## config.mk

```make
export PLATFORM = sky130hd
export DESIGN_NAME = mem_port_arbiter
export DESIGN_NICKNAME = d
export VERILOG_FILES = /design/src/rtl/mem_port_arbiter.sv
export SDC_FILE = /design/constraint.sdc
export NUM_CORES = 1
export LEC_CHECK = 0
export BUFFER_PORTS_ARGS = -buffer_cell sky130_fd_sc_hd__clkbuf_2
export CAP_MARGIN = 15
export CORE_ASPECT_RATIO = 0.6
export CORE_MARGIN = 5
export CORE_UTILIZATION = 36
export CTS_BUF_LIST = sky130_fd_sc_hd__clkbuf_8 sky130_fd_sc_hd__clkbuf_16
export CTS_CLUSTER_DIAMETER = 150
export DETAILED_ROUTE_END_ITERATION = 8
export PLACE_DENSITY_LB_ADDON = 0.3
export SLEW_MARGIN = 40
export SYNTH_ARGS = -nofsm -noshare
export SYNTH_HDL_FRONTEND = slang
export SYNTH_SLANG_ARGS = --single-unit
```

## constraint.sdc

```tcl
create_clock -name clk_in -period 1.68 [get_ports clk_in]
set_clock_uncertainty 0.1 [all_clocks]
set_input_delay 0.168 -clock clk_in [delete_from_list [all_inputs] [get_ports clk_in]]
set_output_delay 0.168 -clock clk_in [all_outputs]
set_load 0.02 [all_outputs]
```

## src/rtl/mem_port_arbiter.sv

```systemverilog
// Round-robin arbiter sharing RAM port B; each grant owns the port for a whole burst.
// Define MEM_ARB_PERF_EN to add busy-cycle and completed-burst counters.
module mem_port_arbiter #(
    parameter int NUM_REQ   = 2,
    parameter int ADDR_W    = 17,
    parameter int DATA_W    = 32,
    parameter int LEN_W     = 8,
    parameter int ADDR_STEP = 4
) (
    input  logic                      clk_in,
    input  logic                      rst_n_in,
    input  logic [NUM_REQ-1:0]        req_i,
    input  logic [NUM_REQ-1:0]        we_i,
    input  logic [NUM_REQ*ADDR_W-1:0] addr_i,
    input  logic [NUM_REQ*LEN_W-1:0]  len_i,
    input  logic [NUM_REQ*DATA_W-1:0] wdata_i,
    output logic [NUM_REQ-1:0]        gnt_o,
    output logic [LEN_W-1:0]          beat_o,
    output logic [NUM_REQ-1:0]        rvalid_o,
    output logic [DATA_W-1:0]         rdata_o,
    output logic [NUM_REQ-1:0]        done_o,
    output logic                      busy_o,
`ifdef MEM_ARB_PERF_EN
    output logic [31:0]               perf_busy_cnt_o,
    output logic [31:0]               perf_burst_cnt_o,
`endif
    output logic                      mem_we_o,
    output logic [ADDR_W-1:0]         mem_addr_o,
    output logic [DATA_W-1:0]         mem_din_o,
    input  logic [DATA_W-1:0]         mem_dout_i
);
    localparam int IDX_W = (NUM_REQ > 1) ? $clog2(NUM_REQ) : 1;

    typedef enum logic [1:0] {
        S_IDLE,
        S_BURST,
        S_DRAIN
    } state_t;

    state_t              state_q, state_d;
    logic [IDX_W-1:0]    rr_q, rr_d;
    logic [NUM_REQ-1:0]  gnt_q, gnt_d;
    logic [NUM_REQ-1:0]  rvalid_q, rvalid_d;
    logic [LEN_W-1:0]    len_q, len_d;
    logic [LEN_W-1:0]    beat_q, beat_d;
    logic [ADDR_W-1:0]   addr_q, addr_d;
    logic                we_q, we_d;

    logic                pick_found;
    logic [IDX_W-1:0]    pick_idx;
    logic [IDX_W-1:0]    cand_idx;
    int                  cand;
    logic                last_beat;

    // Search starts just after the last owner, so a waiting requester is
    // reached within NUM_REQ-1 bursts.
    always_comb begin
        pick_found = 1'b0;
        pick_idx   = '0;
        cand       = 0;
        cand_idx   = '0;
        for (int i = 0; i < NUM_REQ; i++) begin
            cand = int'(rr_q) + 1 + i;
            if (cand >= NUM_REQ) cand = cand - NUM_REQ;
            cand_idx = IDX_W'(cand);
            if (!pick_found && req_i[cand_idx]) begin
                pick_found = 1'b1;
                pick_idx   = cand_idx;
            end
        end
    end

    assign last_beat = (beat_q == len_q);

    always_comb begin
        state_d  = state_q;
        rr_d     = rr_q;
        gnt_d    = gnt_q;
        len_d    = len_q;
        beat_d   = beat_q;
        addr_d   = addr_q;
        we_d     = we_q;
        rvalid_d = '0;
        unique case (state_q)
            S_IDLE: begin
                if (pick_found) begin
                    rr_d    = pick_idx;
                    gnt_d   = NUM_REQ'(1) << pick_idx;
                    len_d   = len_i[pick_idx*LEN_W +: LEN_W];
                    addr_d  = addr_i[pick_idx*ADDR_W +: ADDR_W];
                    we_d    = we_i[pick_idx];
                    beat_d  = '0;
                    state_d = S_BURST;
                end
            end
            S_BURST: begin
                if (!we_q) rvalid_d = gnt_q;
                if (last_beat) begin
                    state_d = we_q ? S_IDLE : S_DRAIN;
                    if (we_q) gnt_d = '0;
                end else begin
                    beat_d = beat_q + 1'b1;
                    addr_d = addr_q + ADDR_W'(ADDR_STEP);
                end
            end
            S_DRAIN: begin
                gnt_d   = '0;
                state_d = S_IDLE;
            end
            default: begin
                gnt_d   = '0;
                state_d = S_IDLE;
            end
        endcase
    end

    always_ff @(posedge clk_in or negedge rst_n_in) begin
        if (!rst_n_in) begin
            state_q  <= S_IDLE;
            rr_q     <= IDX_W'(NUM_REQ - 1);
            gnt_q    <= '0;
            rvalid_q <= '0;
            len_q    <= '0;
            beat_q   <= '0;
            addr_q   <= '0;
            we_q     <= 1'b0;
        end else begin
            state_q  <= state_d;
            rr_q     <= rr_d;
            gnt_q    <= gnt_d;
            rvalid_q <= rvalid_d;
            len_q    <= len_d;
            beat_q   <= beat_d;
            addr_q   <= addr_d;
            we_q     <= we_d;
        end
    end

    assign gnt_o      = gnt_q;
    assign beat_o     = beat_q;
    assign rvalid_o   = rvalid_q;
    assign rdata_o    = mem_dout_i;
    assign busy_o     = (state_q != S_IDLE);
    assign mem_we_o   = (state_q == S_BURST) && we_q;
    assign mem_addr_o = addr_q;
    assign mem_din_o  = mem_we_o ? wdata_i[rr_q*DATA_W +: DATA_W] : '0;
    assign done_o     = (((state_q == S_BURST) && we_q && last_beat) ||
                         (state_q == S_DRAIN)) ? gnt_q : '0;

`ifdef MEM_ARB_PERF_EN
    logic [31:0] perf_busy_cnt_q, perf_busy_cnt_d;
    logic [31:0] perf_burst_cnt_q, perf_burst_cnt_d;

    always_comb begin
        perf_busy_cnt_d  = perf_busy_cnt_q + 32'(busy_o);
        perf_burst_cnt_d = perf_burst_cnt_q + 32'(|done_o);
    end

    always_ff @(posedge clk_in or negedge rst_n_in) begin
        if (!rst_n_in) begin
            perf_busy_cnt_q  <= '0;
            perf_burst_cnt_q <= '0;
        end else begin
            perf_busy_cnt_q  <= perf_busy_cnt_d;
            perf_burst_cnt_q <= perf_burst_cnt_d;
        end
    end

    assign perf_busy_cnt_o  = perf_busy_cnt_q;
    assign perf_burst_cnt_o = perf_burst_cnt_q;
`endif

endmodule
```

# Word-level counts from Yosys, hierarchy flattened

Index checks and enable logic that the tools add are counted.

Output and inout port bits: 97
Flip-flop bits (word level): 41

Add/sub/neg operators: 6
Reduce and logical (&&, ||, !) cells: 11
Shift operators: 4
Mux-type cells: 29
$mul: 1
$lt $le $gt $ge: 5
Equal/unequal tests: 6

Operator list:

| cell                    | count |
|---|---|
| $shiftx A64 B7 Y32      | 1 |
| $mux W17                | 2 |
| $pmux W17 S2            | 1 |
| $shiftx A34 B7 Y17      | 1 |
| $mux W32                | 1 |
| $add A17 B3 Y17 const B | 1 |
| $mux W2                 | 8 |
| $mux W8                 | 2 |
| $pmux W8 S2             | 1 |
| $shiftx A16 B5 Y8       | 1 |
| $mux W1                 | 12 |
| $add A8 B1 Y8 const B   | 1 |
| $eq A8 B8 Y1            | 1 |
| $pmux W2 S2             | 2 |
| $lt A1 B2 Y1 const B    | 3 |
| $mul A1 B5 Y6 const B   | 1 |
| $ne A2 B2 Y1 const B    | 3 |
| $reduce_and A2 Y1       | 2 |
| $reduce_bool A2 Y1      | 2 |
| $add A2 B1 Y3 const B   | 1 |
| $ge A3 B2 Y1 const B    | 1 |
| $logic_and A1 B1 Y1     | 3 |
| $reduce_and A3 Y1       | 1 |
| $add A1 B1 Y2 const B   | 1 |
| other kinds (8)         | 9 |

# Depth between registers and ports, before layout

Gate-level depths: netlist (run 1).

Depth in word-level cells: 13
Gate-level depth with buffers: 8
Gate-level depth less buffers: 6

# Worst setup path before layout (run 1)

Ideal clock, no wire load.

Path type: register -> output
Start point: register beat_q[2], in the netlist beat_o[2]
End point: output done_o[0]
Path slack: -0.232 ns
Path buffers: 0
Cell stages (with the launch flop): 6
Arrival: 1.644 ns
Cells stage by stage: dfrtp_1 xnor2_1 nand4_1 nor2_1 a21oi_1 nor2b_1

Word-level cells in the longest chain between the ends: 4

RTL lines:

| element                  | RTL line | RTL |
|---|---|---|
| start: declaration       | 45       | `logic [LEN_W-1:0] beat_q, beat_d;` |
| start signal: assignment | 133      | `beat_q <= beat_d;` |
| $eq A8 B8 Y1             | 73       | `assign last_beat = (beat_q == len_q);` |
| $logic_and A1 B1 Y1      | 147      | `assign done_o = (((state_q == S_BURST) && we_q && last_beat) \|\|` |
| $logic_or A1 B1 Y1       | 147      |  |
| $mux W2                  | 148      | `(state_q == S_DRAIN)) ? gnt_q : '0;` |
| end: declaration         | 21       | `output logic [NUM_REQ-1:0] done_o,` |

No other way between the ends.

# Final worst setup path (run 1)

Start point: register len_q[1]
End point: output done_o[0]

Word-level cells in the longest chain between the ends: 4

RTL lines:

| element                  | RTL line | RTL |
|---|---|---|
| start: declaration       | 44       | `logic [LEN_W-1:0] len_q, len_d;` |
| start signal: assignment | 132      | `len_q <= len_d;` |
| $eq A8 B8 Y1             | 73       |  |
| $logic_and A1 B1 Y1      | 147      |  |
| $logic_or A1 B1 Y1       | 147      |  |
| $mux W2                  | 148      |  |

No other way between the ends.

==> results of run 1 <==
==> placed cells by master (no fill, tap or decap), types with 6 or more instances in the layout <==
cell type and count:
a21oi_1 7, a31oi_1 17, and3_1 6, buf_12 6, buf_2 17, buf_4 63, buf_6 7, clkbuf_16 6
clkbuf_2 153, dfrtp_1 30, dfrtp_2 10, mux2i_1 33, nand2_1 63, nand3_1 11, nand4_1 7, nor2_1 51
nor3_1 9, xnor2_2 8
==> cells by family after synthesis <==
logic type	share of synthesized area [%]
multiplexers	11.8
XOR/XNOR	3.06
buffers and inverters	11.7
AND/OR/NAND/NOR	25.1
adder cells (fa/ha/maj)	0.796
flip-flops	32.7
AO/OA/AOI/OAI	14.8
==> where the power goes <==
part	internal, uW	switching, uW
Clock	550	425
Combinational	2830	3330
Sequential	1480	483
==> per-stage QoR <==
step	cell area (um^2)	util, %	std cells	total power [uW]	setup slack (ps)
floorplan	3260	-	390	5330	-108
global route	4990	58.6	711	9690	-315
global placement	4460	52.3	688	7300	-74.3
finish	4990	58.6	711	9100	-275
CTS	4820	56.5	704	8800	-271
detailed placement	4460	52.3	688	7430	-128
==> layout make-up <==
cell class                      count  area, um^2
Fill cell                         772        3530
Multi-Input combinational cell    290        1960
Timing Repair Buffer              256        1690
Sequential cell                    41        1040
Tap cell                          112         140
Clock buffer                        5         125
Clock inverter                      3        22.5
Inverter                            4        15.0
==> worst min-delay path: cells and delay by family <==
kind,cells,cell delay (ps)
AND/OR/NAND/NOR,1,40
buffers and inverters,1,80
AO/OA/AOI/OAI,1,70
==> metal layers <==
metal	vias to the layer above	routed length [um]
met1	1734	5820
met2	170	5500
met5	-	0
met4	0	146
met3	25	1060
li1	1759	-
==> timing repair <==
action | in CTS | in global routing
resized for setup | 35 | 58
pin swaps | 18 | 13
endpoints found under the setup margin | 53 | 65
cloned | 1 | 1
setup buffers | 8 | 7
hold buffers | 1 | 0
endpoints found under the hold margin | 40 | 0
==> synthesized netlist by cell type, drive strengths merged (2+ instances only) <==
cell type,number
a211oi,4
a21oi,13
a31o,2
a31oi,17
and3,6
and4,8
buf,46
clkbuf,9
dfrtp,40
ha,2
inv,4
mux2i,36
nand2,66
nand3,12
nand4,7
nor2,57
nor2b,3
nor3,9
nor4,3
o21ai,8
o221a,2
o311a,3
o311ai,2
o41ai,2
xnor2,11
==> state kept, by name, indices dropped and copies added, names as in the netlist <==
name	count
we_q	1
len_q	8
state_q	2
rvalid_o	2
rr_q	1
gnt_o	2
mem_addr_o	17
beat_o	8
==> final timing paths <==
check / end / slack (ps)
min in group asynchronous: len_q[2] / 290
worst min register to register: mem_addr_o[0] / 460
worst max register to register: gnt_o[1] / -250
worst min-delay path: mem_addr_o[1] / 7
max in group asynchronous: rr_q / 910
worst max-delay path: done_o[0] / -270
==> impl_metrics.yaml, run 1 <==
floorplan:
  fp.dieW_um: 131
  pin_count: 249
  die_area_um2: 10800
  fp-row-count: 26
  die_h_um: 82.4
  initial_core_util_pct: 36.9
  core-area_um2: 8520
sta:
  final-setup-viol-count: 58
  fin_ws_ps: -275
  worst_hold_slack_ps: 6.55
  min_period_ps: 1950
  tightest_slew_ps: 437
  timing_hold_violations_final: 0
  fmax_mhz: 512
  slew_viol_final: 0
  rsz0062_at_grt: "true"
  period_share_pct: 116
  fin_setup_tns_ps: -6730
  timing.slew.headroom_pct: 70.6
worst_setup_path:
  r2r_start: "len_q[1]"
  cp_data_arrival_time_ps: 1690
  criticalPathCategory: "flop to output pin"
  crit_path_start: "len_q[1]"
  reg2reg_depth: 8
  critPathLaunchType: "flop"
  cp_num_buf_inv: 1
  worstSetupEndpointType: "output pin"
  cpLargestDelayFamily: "simple AND/OR/NAND/NOR gates"
  crit_required_ps: 1410
  slowest_stage: "dfrtp_1"
  cp.depth: 6
  cpPeakStageDelay_ps: 410
  crit_chain: "xnor2_2, nand4_1, nor2_4, a21oi_2, nor2b_2, clkbuf_8"
  cp_max_fo: 2
synth:
  synth_edf_count: 0
  syn_inst: 390
  syn-mean-instance-area_um2: 8.06
  synth_top_area_share_pct: 31.8
  yosysUniqueCellTypes: 51
  synth_area_leaders: "dfrtp_1 (32%), mux2i_1 (11%), nand2_1 (7.8%)"
  ys_ff_latch: 41
  yosysWarnings: 0
  async_reset_ff_share_pct: 100
  yosysTopAreaCell: "dfrtp_1"
  ys_seq_area_share_pct: 32.7
  ys.flop_type: "dfrtp_1"
  syn_nets: 544
  synth_area_um2: 3140
clock_network:
  clk_pin_slew_ps: 70
  cts.sinks: 41
  clock_latency_ps: 290
  clockBufferDepth: 2
  htreeDepth: 2
  cts_buffers: 5
  cts_root_buf: "clkbuf_16"
  tritoncts: "built"
power_and_ir_drop:
  p_leak_uw: 0.00257
  powerDensity_nw_per_um2: 1820
  ir_drop_mv: 1.47
routing:
  drc_errors: 0
  drtPass1Iterations: 4
  via_per_inst: 5.19
  wl_per_cell_um: 17.6
  finalWirelength_mm: 12.5
  drt_iter0_markers: 238
  antenna_left: 0
  via_count: 3688
global_route:
  grt_util_all_layers_pct: 21.8
  grt.overflow.total: 0
  grt_pass1_vias: 3579
  grt_pass1_wl_mm: 18.4
  groute.layer.met3.usage_pct: 6.43
  use_met2_pct: 30.8
  grt_max_degree: 42
  grt-busiest-layer: "met1"
  grt_antenna_before_repair: 0
  grt_use_met1_pct: 32.0
run_status:
  violations: "setup timing"
  status: "finished, violations left"
worst_hold_path:
  worstHoldPathCells: 3
  holdCritPathClass: "input pin to flop"
  min_from: "addr_i[18]"
placed_design:
  hpwl_mm: 9.50
  io_buffer_count: 184
  gp_congestion: 0.847
cells_and_area:
  drive_gt1_share_pct: 53.9
  nNetsFinal: 752
  antennaDiodeCount: 0
  area_growth_pct: 58.8
job:
  max_cap_violations: 0
Power figures use the tool's default switching activity.
==> run 2, diff against run 1 <==
--- a/config.mk
+++ b/config.mk
@@ -5,14 +5,16 @@
 export SDC_FILE = /design/constraint.sdc
 export NUM_CORES = 1
 export LEC_CHECK = 0
+export ABC_AREA = 1
 export BUFFER_PORTS_ARGS = -buffer_cell sky130_fd_sc_hd__clkbuf_2
 export CAP_MARGIN = 15
 export CORE_ASPECT_RATIO = 0.6
 export CORE_MARGIN = 5
-export CORE_UTILIZATION = 36
+export CORE_UTILIZATION = 38
 export CTS_BUF_LIST = sky130_fd_sc_hd__clkbuf_8 sky130_fd_sc_hd__clkbuf_16
 export CTS_CLUSTER_DIAMETER = 150
 export DETAILED_ROUTE_END_ITERATION = 8
+export MAX_ROUTING_LAYER = met4
 export PLACE_DENSITY_LB_ADDON = 0.3
 export SLEW_MARGIN = 40
 export SYNTH_ARGS = -nofsm -noshare
==> run 2 against run 1 <==
Against the previous run: the run still ends with setup timing left; setup slack better by 99 ps; routed wire length up 5.9%; first-iteration DRC count up 50%; global-route usage down 0.49 points; area after synthesis up 8.6%; combinational power down 96%; sequential power down 50%; critical path depth unchanged; cell count up 17%.
==> impl_metrics.yaml, run 2 <==
sta:
  slew_viol_final: 0
  rsz0062_at_grt: "true"
  worst_hold_slack_ps: 16.2
  timing_hold_violations_final: 0
  fmax_mhz: 539
  tightest_slew_ps: 547
  min_period_ps: 1860
  period_share_pct: 110
  fin_setup_tns_ps: -5520
  final-setup-viol-count: 54
  timing.slew.headroom_pct: 63.5
  fin_ws_ps: -176
floorplan:
  die_area_um2: 11000
  pin_count: 249
  initial_core_util_pct: 39.6
  die_h_um: 83.4
  core-area_um2: 8620
  fp-row-count: 26
  fp.dieW_um: 132
synth:
  syn-mean-instance-area_um2: 6.36
  synth_area_leaders: "dfrtp_1 (29%), nand2_1 (22%), buf_4 (7.9%)"
  synth_commonest_cells: "nand2_1 (198), nor2_1 (51), nand3_1 (45)"
  synth_edf_count: 0
  yosysTopAreaCell: "dfrtp_1"
  synth_top_area_share_pct: 29.3
  async_reset_ff_share_pct: 100
  yosysUniqueCellTypes: 31
  ys_seq_area_share_pct: 30.1
  syn_inst: 537
  yosysWarnings: 0
  ys_ff_latch: 41
  synth.most_common_cell: "nand2_1"
  ys.flop_type: "dfrtp_1"
  synth_area_um2: 3420
  syn_nets: 691
run_status:
  violations: "setup timing"
  status: "finished, violations left"
clock_network:
  cts_root_buf: "clkbuf_16"
  cts.sinks: 41
  clock_latency_ps: 290
  tritoncts: "built"
  cts_buffers: 5
  clk_pin_slew_ps: 60
  htreeDepth: 2
  clockBufferDepth: 2
global_route:
  grt.overflow.total: 0
  grt_util_all_layers_pct: 21.3
  grt_pass1_vias: 3920
  grt_pass1_wl_mm: 19.4
  grt_antenna_before_repair: 0
  grt_max_degree: 42
routing:
  drc_errors: 0
  finalWirelength_mm: 13.3
  antenna_left: 0
  via_per_inst: 5.15
  drt_iter0_markers: 358
  wl_per_cell_um: 16.0
  via_count: 4272
  drtPass1Iterations: 5
worst_setup_path:
  worstSetupEndpointType: "output pin"
  criticalPathCategory: "flop to output pin"
  r2r_start: "len_q[5]"
  reg2reg_depth: 11
  rrSetupSlack_ps: -100
  critPathLaunchType: "flop"
  crit_path_start: "len_q[1]"
  crit_required_ps: 1410
  cp_max_fo: 2
  worstReg2RegEnd: "mem_addr_o[13]"
  cp_data_arrival_time_ps: 1590
cells_and_area:
  drive_gt1_share_pct: 43.5
  antennaDiodeCount: 0
  nNetsFinal: 871
  layout_commonest_cell: "nand2_1"
  largest_reg_flops: 17
  final_cell_mix: "nand2_1 (184), clkbuf_2 (149), nor2_1 (49)"
  area_growth_pct: 59.6
  final_util_pct: 63.2
placed_design:
  io_buffer_count: 184
  gp_congestion: 0.878
  hpwl_mm: 8.90
power_and_ir_drop:
  powerDensity_nw_per_um2: 459
  p_leak_uw: 0.00280
  ir_drop_mv: 0.381
  power.total_uw: 2500
worst_hold_path:
  holdCritPathClass: "input pin to flop"
  worstHoldPathCells: 3
  holdPathEnd: "we_q"
  min_from: "we_i[1]"
job:
  max_cap_violations: 0
[run 2: cell count changes after synthesis, moves of 18 or more]
cell / previous run / this run
mux2i_1: 36 / 0
o21ai_0: 6 / 24
inv_1: 4 / 27
nand2_1: 65 / 198
nand3_1: 12 / 45
a21oi_1: 12 / 33
[run 2: per-stage QoR]
stage	cell area [um^2]	std cells	worst slack [ps]
after floorplan	3430	537	-67.8
after global placement	4270	797	26.4
after detailed placement	4270	797	-41.2
after CTS	4900	812	-150
after global routing	5450	830	-274
final	5450	830	-176
[run 2: how the worst max path moves through the flow]
stage                     endpoint  slack [ps]  cells past startpoint
finish                   done_o[0]        -180                      6
global route             done_o[0]        -270                      8
CTS                      done_o[0]        -150                      8
detailed placement  mem_addr_o[12]         -40                      9
global placement     mem_addr_o[9]          30                      9
floorplan            mem_din_o[12]         -70                      6
[run 2: repair_timing]
action / in CTS / in global routing
setup endpoints to repair: 37 / 71
buffers inserted: 4 / 11
gates cloned: 2 / 7
gates resized for setup: 96 / 95
hold endpoints to repair: 40 / 0
pin swaps: 7 / 10
hold buffers: 1 / 0
[run 2: cell type report]
| type | instances | area, um^2 |
|---|---|---|
| Timing Repair inverter | 1 | 20.0 |
| Clock inverter | 3 | 65.1 |
| Inverter | 32 | 145 |
| Multi-Input combinational cell | 407 | 2230 |
| Sequential cell | 41 | 1030 |
| Tap cell | 112 | 140 |
| Clock buffer | 5 | 125 |
| Fill cell | 723 | 3170 |
| Timing Repair Buffer | 229 | 1700 |
[run 2: power by group]
| part | internal (uW) | switching [uW] | total (uW) |
|---|---|---|---|
| registers | 987 | 0 | 987 |
| clock network | 849 | 408 | 1260 |
| logic | 130 | 127 | 257 |
[run 2: cell families (layout without fill, tap and decap cells)]
kind of cell	Yosys count	count (layout)	share of synthesized area (%)
AO/OA/AOI/OAI	80	80	12.7
XOR/XNOR	7	7	2.01
adder cells (fa/ha/maj)	2	2	0.732
buffers and inverters	92	270	15.7
flip-flops	41	41	30.1
AND/OR/NAND/NOR	315	318	38.7
[run 2: worst max-delay path, cell delays in order, from the launching register on]
cell and delay [ps]:
dfrtp_1 430, xnor2_2 170, nand2_2 90, nor2_4 160
nand3_4 110, a21boi_2 170, clkbuf_8 170
[run 2: layer usage]
| metal | part of all wire [%] | global-route usage, % |
|---|---|---|
| met1 | 44 | 28.8 |
| met2 | 46 | 32.0 |
| met3 | 7.9 | 5.01 |
| met4 | 1.3 | 5.27 |
| met5 | 0 | - |
